==> config.mk <==
export PLATFORM = sky130hd
export DESIGN_NAME = reg_bank
export DESIGN_NICKNAME = d
export VERILOG_FILES = /design/src/rtl/reg_bank_pkg.sv /design/src/rtl/reg_bank_clr_seq.sv /design/src/rtl/reg_bank.sv
export SDC_FILE = /design/constraint.sdc
export NUM_CORES = 1
export LEC_CHECK = 0
export CAP_MARGIN = 25
export CORE_MARGIN = 1.5
export CORE_UTILIZATION = 54
export CTS_BUF_LIST = sky130_fd_sc_hd__clkbuf_4
export CTS_CLUSTER_DIAMETER = 100
export DETAILED_ROUTE_END_ITERATION = 10
export GPL_ROUTABILITY_DRIVEN = 0
export PLACE_DENSITY = 0.79
export SYNTH_ARGS = -nofsm -noshare
export SYNTH_HDL_FRONTEND = slang
export SYNTH_SLANG_ARGS = --single-unit
==> constraint.sdc <==
create_clock -name clk -period 1.87 [get_ports clk]
set_clock_uncertainty 0.1 [all_clocks]
set_input_delay 0.374 -clock clk [delete_from_list [all_inputs] [get_ports clk]]
set_output_delay 0.374 -clock clk [all_outputs]
set_load 0.01 [all_outputs]
==> src/rtl/reg_bank_pkg.sv <==
// Shared types and default sizes for the register bank and its clear sequencer.
package reg_bank_pkg;

  localparam int DEF_DATA_W = 8;
  localparam int DEF_DEPTH  = 8;

  typedef enum logic {
    IDLE  = 1'b0,
    CLEAR = 1'b1
  } clr_state_e;

endpackage

==> src/rtl/reg_bank_clr_seq.sv <==
// Clear sequencer: on clr_req, walks every register index once, one per cycle.
module reg_bank_clr_seq
  import reg_bank_pkg::*;
#(
  parameter  int DEPTH  = DEF_DEPTH,
  localparam int ADDR_W = $clog2(DEPTH)
) (
  input  logic              clk,
  input  logic              reset_n,
  input  logic              clr_req,
  output logic              clr_busy,
  output logic [ADDR_W-1:0] clr_idx,
  output logic              clr_we
);

  localparam logic [ADDR_W-1:0] LAST_IDX = ADDR_W'(DEPTH - 1);

  clr_state_e        state, state_nxt;
  logic [ADDR_W-1:0] idx, idx_nxt;

  always_ff @(posedge clk or negedge reset_n) begin
    if (!reset_n) begin
      state <= IDLE;
      idx   <= '0;
    end else begin
      state <= state_nxt;
      idx   <= idx_nxt;
    end
  end

  always_comb begin
    state_nxt = state;
    idx_nxt   = idx;
    case (state)
      IDLE:  if (clr_req) state_nxt = CLEAR;
      CLEAR: begin
        // Requests arriving mid-sequence are dropped, not queued.
        if (idx == LAST_IDX) begin
          state_nxt = IDLE;
          idx_nxt   = '0;
        end else begin
          idx_nxt = idx + 1'b1;
        end
      end
      default: state_nxt = IDLE;
    endcase
  end

  assign clr_busy = (state == CLEAR);
  assign clr_we   = clr_busy;
  assign clr_idx  = idx;

endmodule

==> src/rtl/reg_bank.sv <==
// Register bank with two combinational read ports, a pending-write scoreboard and a
// sequenced clear. Optional same-cycle write forwarding: define REG_BANK_BYPASS_EN.
module reg_bank
  import reg_bank_pkg::*;
#(
  parameter  int DATA_W  = DEF_DATA_W,
  parameter  int DEPTH   = DEF_DEPTH,
  parameter  int ZERO_R0 = 0,
  localparam int ADDR_W  = $clog2(DEPTH)
) (
  input  logic              clk,
  input  logic              reset_n,
  input  logic              we,
  input  logic [ADDR_W-1:0] waddr,
  input  logic [DATA_W-1:0] wdata,
  input  logic [ADDR_W-1:0] raddr1,
  input  logic [ADDR_W-1:0] raddr2,
  output logic [DATA_W-1:0] rdata1,
  output logic [DATA_W-1:0] rdata2,
  input  logic              iss_valid,
  input  logic [ADDR_W-1:0] iss_rd,
  output logic              busy1,
  output logic              busy2,
  input  logic              clr_req,
  output logic              clr_busy
);

  logic [DEPTH-1:0][DATA_W-1:0] regs;
  logic [DEPTH-1:0]             pend;

  logic [ADDR_W-1:0] clr_idx;
  logic              clr_we;
  logic              wr_ok, iss_ok, clr_start;

  reg_bank_clr_seq #(.DEPTH(DEPTH)) u_clr_seq (
    .clk      (clk),
    .reset_n  (reset_n),
    .clr_req  (clr_req),
    .clr_busy (clr_busy),
    .clr_idx  (clr_idx),
    .clr_we   (clr_we)
  );

  // With ZERO_R0, index 0 is never written nor marked pending, so it always reads 0.
  assign wr_ok     = we        && !clr_busy && !((ZERO_R0 != 0) && (waddr  == '0));
  assign iss_ok    = iss_valid && !clr_busy && !((ZERO_R0 != 0) && (iss_rd == '0));
  assign clr_start = clr_req   && !clr_busy;

  always_ff @(posedge clk or negedge reset_n) begin
    if (!reset_n) begin
      regs <= '0;
    end else if (clr_we) begin
      regs[clr_idx] <= '0;
    end else if (wr_ok) begin
      regs[waddr] <= wdata;
    end
  end

  always_ff @(posedge clk or negedge reset_n) begin
    if (!reset_n) begin
      pend <= '0;
    end else if (clr_start) begin
      pend <= '0;
    end else begin
      if (wr_ok)  pend[waddr]  <= 1'b0;
      // Issue applied last so a same-edge issue to the written index keeps it pending.
      if (iss_ok) pend[iss_rd] <= 1'b1;
    end
  end

  always_comb begin
    rdata1 = regs[raddr1];
    rdata2 = regs[raddr2];
    busy1  = pend[raddr1];
    busy2  = pend[raddr2];
`ifdef REG_BANK_BYPASS_EN
    if (wr_ok && (waddr == raddr1)) begin
      rdata1 = wdata;
      busy1  = 1'b0;
    end
    if (wr_ok && (waddr == raddr2)) begin
      rdata2 = wdata;
      busy2  = 1'b0;
    end
`endif
  end

endmodule

==> impl_metrics.env, run 1 <==
export IMPL_drt_iter0_markers=278
export IMPL_cp_end_kind="output pin"
export IMPL_layout_min_cycle_time_ps=2330
export IMPL_combPwrFrac=0.486
export IMPL_syn_nets=373
export IMPL_ys_seq_elements=76
export IMPL_final_cell_mix="buf_4, dfrtp_1, nand2_1"
export IMPL_rows=33
export IMPL_finalCritPeriodShare=1.25
export IMPL_p_leak_nw=3.07
export IMPL_syn_area_sq_um=4530
export IMPL_fmax_ghz=0.428
export IMPL_fp_dieW_um=94.6
export IMPL_cts_max_path_buffers=2
export IMPL_drc=0
export IMPL_async_reset_ff_frac=1.00
export IMPL_cts_htree_levels=3
export IMPL_slew_headroom=0.693
export IMPL_tightest_slew_ps=460
export IMPL_synth_mux_area_fraction=0.400
export IMPL_coreArea_sq_um=8180
export IMPL_cp_start_kind="flip-flop"
export IMPL_status="complete, but fails checks"
export IMPL_insertion_delay_ps=410
export IMPL_p_sw_mw=2.79
export IMPL_portBuffers=43
export IMPL_syn_to_final_growth_pct=34.9
export IMPL_yosysUniqueCellTypes=34
export IMPL_path_clk_slew_ps=120
export IMPL_cp_required_ps=1400
export IMPL_finalSetupViolations=18
export IMPL_p_sw_frac=0.351
export IMPL_maxSlewViolCount=0
export IMPL_tritoncts="built"
export IMPL_mostFrequentLayoutCell="buf_4"
export IMPL_synth_main_ff_cell="dfrtp_1"
export IMPL_fp_dieH_um=94.6
export IMPL_max_cap_violations=0
export IMPL_antenna_found_initial=0
export IMPL_diodes=0
export IMPL_place_detailed_hpwl_um=8120
export IMPL_dieArea_sq_um=8950
export IMPL_crit_path_max_fanout=2
export IMPL_crit_type="reg2out"
export IMPL_grt_pass1_wl_um=20300
export IMPL_hp_class="in2async"
export IMPL_finalPower_mw=7.95
export IMPL_overflow=0
export IMPL_wl_per_cell_um=23.0
export IMPL_rsz0062_at_grt="true"
export IMPL_grtUsageTotal=0.315
export IMPL_layout_setup_ws_ps=-464
export IMPL_yosysWarnings=0
export IMPL_startpoint="regs[54]"
export IMPL_synth_top_family_by_area="multiplexers"
export IMPL_utilization=0.747
export IMPL_cts_buffers_inserted=9
export IMPL_p_int_mw=5.16
export IMPL_cts_sinks=76
export IMPL_cts_root_buf="clkbuf_4"
export IMPL_r2r_start="u_clr_seq.clr_busy"
export IMPL_yosys_area_share_simple=0.111
export IMPL_drtPass1Iterations=6
export IMPL_p_seq_frac=0.364
export IMPL_vias=3747
export IMPL_synth_edf_count=0
export IMPL_dp_cells=534
export IMPL_failed_checks="setup timing"
export IMPL_synth_xor_area_frac=0
export IMPL_irDropWorstVdd_v=0.000751
export IMPL_first_global_vias=3823
export IMPL_synthCells=346
export IMPL_clockPowerShare=0.149
export IMPL_grt_max_degree=77
export IMPL_syn_area_per_cell_sq_um=13.1
export IMPL_hold_viol=0
export IMPL_start_util=0.554
export IMPL_power_density_nw_per_um2=1300
export IMPL_ios=44
export IMPL_drive_gt1_frac=0.419
export IMPL_wirelength_um=13700
export IMPL_finalNetCount=511
export IMPL_synth_yosys_seq_area_share=0.420
export IMPL_synthAdderAreaFrac=0.00552
export IMPL_synth_compound_area_frac=0.0182
export IMPL_antenna_left=0
export IMPL_worst_ep_arrival_time_ps=1860
export IMPL_fin_cells=594
export IMPL_viasPerCell=6.31
synth_stat cells, drive strengths merged, types with 2 or more instances:
cell / n / area share
nand3b: 4 / 0.0066
a31o: 2 / 0.0039
ha: 2 / 0.0055
or3: 2 / 0.0028
nand2: 70 / 0.058
mux2: 20 / 0.050
a32o: 3 / 0.0066
nand2b: 2 / 0.0028
nand4bb: 3 / 0.0075
and3b: 2 / 0.0039
nand4b: 4 / 0.0077
dfrtp: 76 / 0.42
buf: 17 / 0.030
mux2i: 64 / 0.14
mux4: 36 / 0.21
inv: 10 / 0.0083
o22ai: 2 / 0.0028
nor2: 4 / 0.0044
nand3: 2 / 0.0022
clkbuf: 9 / 0.0075
nor3b: 2 / 0.0033
nor3: 2 / 0.0022
path summary, 6_finish.rpt:
path | endpoint | slack (ps) | depth (start not counted)
min | u_clr_seq.clr_idx[0] | 400 | 3
max in group asynchronous | regs[41] | 920 | 3
max reg2reg | regs[6] | 150 | 4
max | rdata2[6] | -460 | 4
min in group clk | regs[44] | 460 | 2
min reg2reg | regs[44] | 460 | 2
power by group through the flow:
stage / combinational [mW] / clock, mW / sequential [mW]
floorplan: 1.87 / 0 / 2.61
global placement: 2.93 / 0 / 2.76
detailed placement: 3.07 / 0 / 2.84
CTS: 3.67 / 1.18 / 2.79
global route: 4.12 / 1.26 / 2.94
finish: 3.87 / 1.19 / 2.90
layer usage:
metal / global-route usage / wire length [um] / vias up
li1: - / - / 1558
met1: 0.405 / 5060 / 1907
met2: 0.526 / 6930 / 238
met3: 0.0515 / 1200 / 44
met4: 0.143 / 474 / 0
met5: 0 / 0 / -
critical path, cell delays in order, from the launching register on:
cell,delay [ps]
dfrtp_1,440
buf_6,140
mux4_2,450
mux2_4,290
buf_6,120
cell families after synthesis:
| family | Yosys count |
|---|---|
| compound gates | 10 |
| fa+ha+maj | 2 |
| flops | 76 |
| buf+inv | 36 |
| mux | 120 |
| simple gates | 102 |
through the flow:
stage | setup WS (ps) | hold slack [ps] | cell area (sq um) | TNS, ps
floorplan | -30.5 | -21.6 | 4600 | -549
global placement | -1040 | 339 | 5600 | -21280
detailed placement | -1050 | 339 | 5600 | -22180
CTS | -434 | 418 | 6050 | -6500
global route | -506 | 457 | 6110 | -7520
finish | -464 | 396 | 6110 | -6860
timing repair:
item	in CTS	in global routing
resized for setup	142	5
hold buffers	1	0
endpoints found under the hold margin	76	0
setup buffers	34	7
pin swaps	0	0
cloned	2	0
setup endpoints to repair	19	18
area by class of cell:
cell class,count,area (sq um)
flip-flops and latches,76,1900
inverters,10,37.5
multi-input cells,234,2370
clock inverters,7,98.8
repair buffers,153,1500
clock buffers,9,67.6
well taps,105,131
fillers,487,2070
registers in the layout, summed over array words and instances, names as in the netlist:
signal,flops
regs,64
u_clr_seq.clr_idx,3
u_clr_seq.clr_busy,1
pend,8
Note: power is estimated with default switching activity, not from simulation.
==> run 2, diff against run 1 <==
--- a/config.mk
+++ b/config.mk
@@ -13,6 +13,7 @@
 export DETAILED_ROUTE_END_ITERATION = 10
 export GPL_ROUTABILITY_DRIVEN = 0
 export PLACE_DENSITY = 0.79
+export SKIP_LAST_GASP = 1
 export SYNTH_ARGS = -nofsm -noshare
 export SYNTH_HDL_FRONTEND = slang
 export SYNTH_SLANG_ARGS = --single-unit
==> impl_metrics.env, run 2 (synthesis gave the netlist of run 1 again) <==
export IMPL_drive_gt1_frac=0.417
export IMPL_fill_cells=491
export IMPL_pre_cts_ws_ps=-1050
export IMPL_cp_required_ps=1400
export IMPL_worst_ep_arrival_time_ps=1840
export IMPL_tightest_slew_ps=478
export IMPL_cts_sinks=76
export IMPL_layout_min_cycle_time_ps=2310
export IMPL_cts_max_path_buffers=2
export IMPL_grt_max_degree=77
export IMPL_mostFrequentLayoutCell="buf_4"
export IMPL_status="complete, but fails checks"
export IMPL_rsz0062_at_grt="true"
export IMPL_finalSetupViolations=18
export IMPL_irDropWorstVdd_v=0.000462
export IMPL_hold_worst_slack_ps=395
export IMPL_max_cap_violations=0
export IMPL_seq_area_sq_um=1900
export IMPL_multi_input_area_sq_um=2370
export IMPL_p_leak_nw=3.06
export IMPL_antenna_found_initial=0
export IMPL_cp_start_kind="flip-flop"
export IMPL_top_register="regs"
export IMPL_grt_pass1_wl_um=20300
export IMPL_place_area_sq_um=5600
export IMPL_finalCritPeriodShare=1.24
export IMPL_slew_headroom=0.682
export IMPL_wl_per_cell_um=22.3
export IMPL_maxSlewViolCount=0
export IMPL_dp_cells=534
export IMPL_drc=0
export IMPL_setup_tns_final_ps=-6700
export IMPL_first_global_vias=3797
export IMPL_portBuffers=43
export IMPL_hold_viol=0
export IMPL_crit_type="reg2out"
export IMPL_fmax_ghz=0.432
export IMPL_wirelength_um=13200
export IMPL_finalPower_mw=7.87
export IMPL_overflow=0
export IMPL_path_clk_slew_ps=140
export IMPL_final_cell_mix="buf_4, dfrtp_1, nand2_1"
export IMPL_cts_htree_levels=3
export IMPL_reg2reg_depth=4
export IMPL_coreArea_sq_um=8180
export IMPL_utilization=0.745
export IMPL_fp_dieH_um=94.6
export IMPL_drtPass1Iterations=5
export IMPL_diodes=0
export IMPL_start_util=0.554
export IMPL_layout_setup_ws_ps=-442
export IMPL_viasPerCell=6.24
export IMPL_final_area_sq_um=6090
export IMPL_dieArea_sq_um=8950
export IMPL_drt_iter0_markers=353
export IMPL_antenna_left=0
export IMPL_cts_root_buf="clkbuf_4"
export IMPL_ios=44
export IMPL_failed_checks="setup timing"
export IMPL_power_density_nw_per_um2=1290
export IMPL_rows=33
export IMPL_vias=3693
export IMPL_hp_class="in2async"
export IMPL_crit_path_max_fanout=2
export IMPL_finalNetCount=509
export IMPL_fp_dieW_um=94.6
export IMPL_largest_reg_flops=64
export IMPL_tritoncts="built"
export IMPL_cp_end_kind="output pin"
export IMPL_fin_cells=592
export IMPL_grtUsageTotal=0.316
export IMPL_startpoint="regs[61]"
export IMPL_r2r_start="u_clr_seq.clr_busy"
export IMPL_cts_buffers_inserted=9
export IMPL_insertion_delay_ps=410
export IMPL_syn_to_final_growth_pct=34.6
export IMPL_place_detailed_hpwl_um=8120
-- run 2: final timing paths --
kind	end	slack (ps)
max in group asynchronous	regs[19]	940
max reg2reg	regs[6]	150
min	u_clr_seq.clr_idx[0]	400
max	rdata2[5]	-440
min in group clk	regs[44]	460
min reg2reg	regs[44]	460
-- run 2: timing repair --
action,in CTS,in global routing
resized for setup,141,6
hold buffers,1,0
setup buffers,34,5
hold endpoints to repair,76,0
gates cloned,2,0
setup endpoints to repair,19,18
-- run 2: routing by layer --
metal / share of wire / GRT usage / vias to the layer above
met5: 0 / 0 / -
met4: 0.038 / 0.158 / 0
met3: 0.086 / 0.0539 / 46
met2: 0.49 / 0.519 / 220
met1: 0.38 / 0.405 / 1869
li1: - / - / 1558
-- run 2: final cells by class --
type / count / share of cell area
tap: 105 / 0.0216
inverter: 10 / 0.00616
sequential: 76 / 0.312
timing repair buffer: 151 / 0.243
clock inverter: 7 / 0.0162
clock buffer: 9 / 0.0111
multi-input combinational: 234 / 0.389
-- run 2: critical path, cell delays in order (launching register included) --
cell     delay [ps]
dfrtp_1         430
buf_6           120
mux4_2          470
mux2_4          270
buf_6           120
-- run 2: report_power, final --
part	total, mW	switching, mW	internal, mW
Sequential	2.87	0.585	2.29
Clock	1.18	0.632	0.551
Combinational	3.82	1.52	2.30
Total	7.87	2.73	5.14
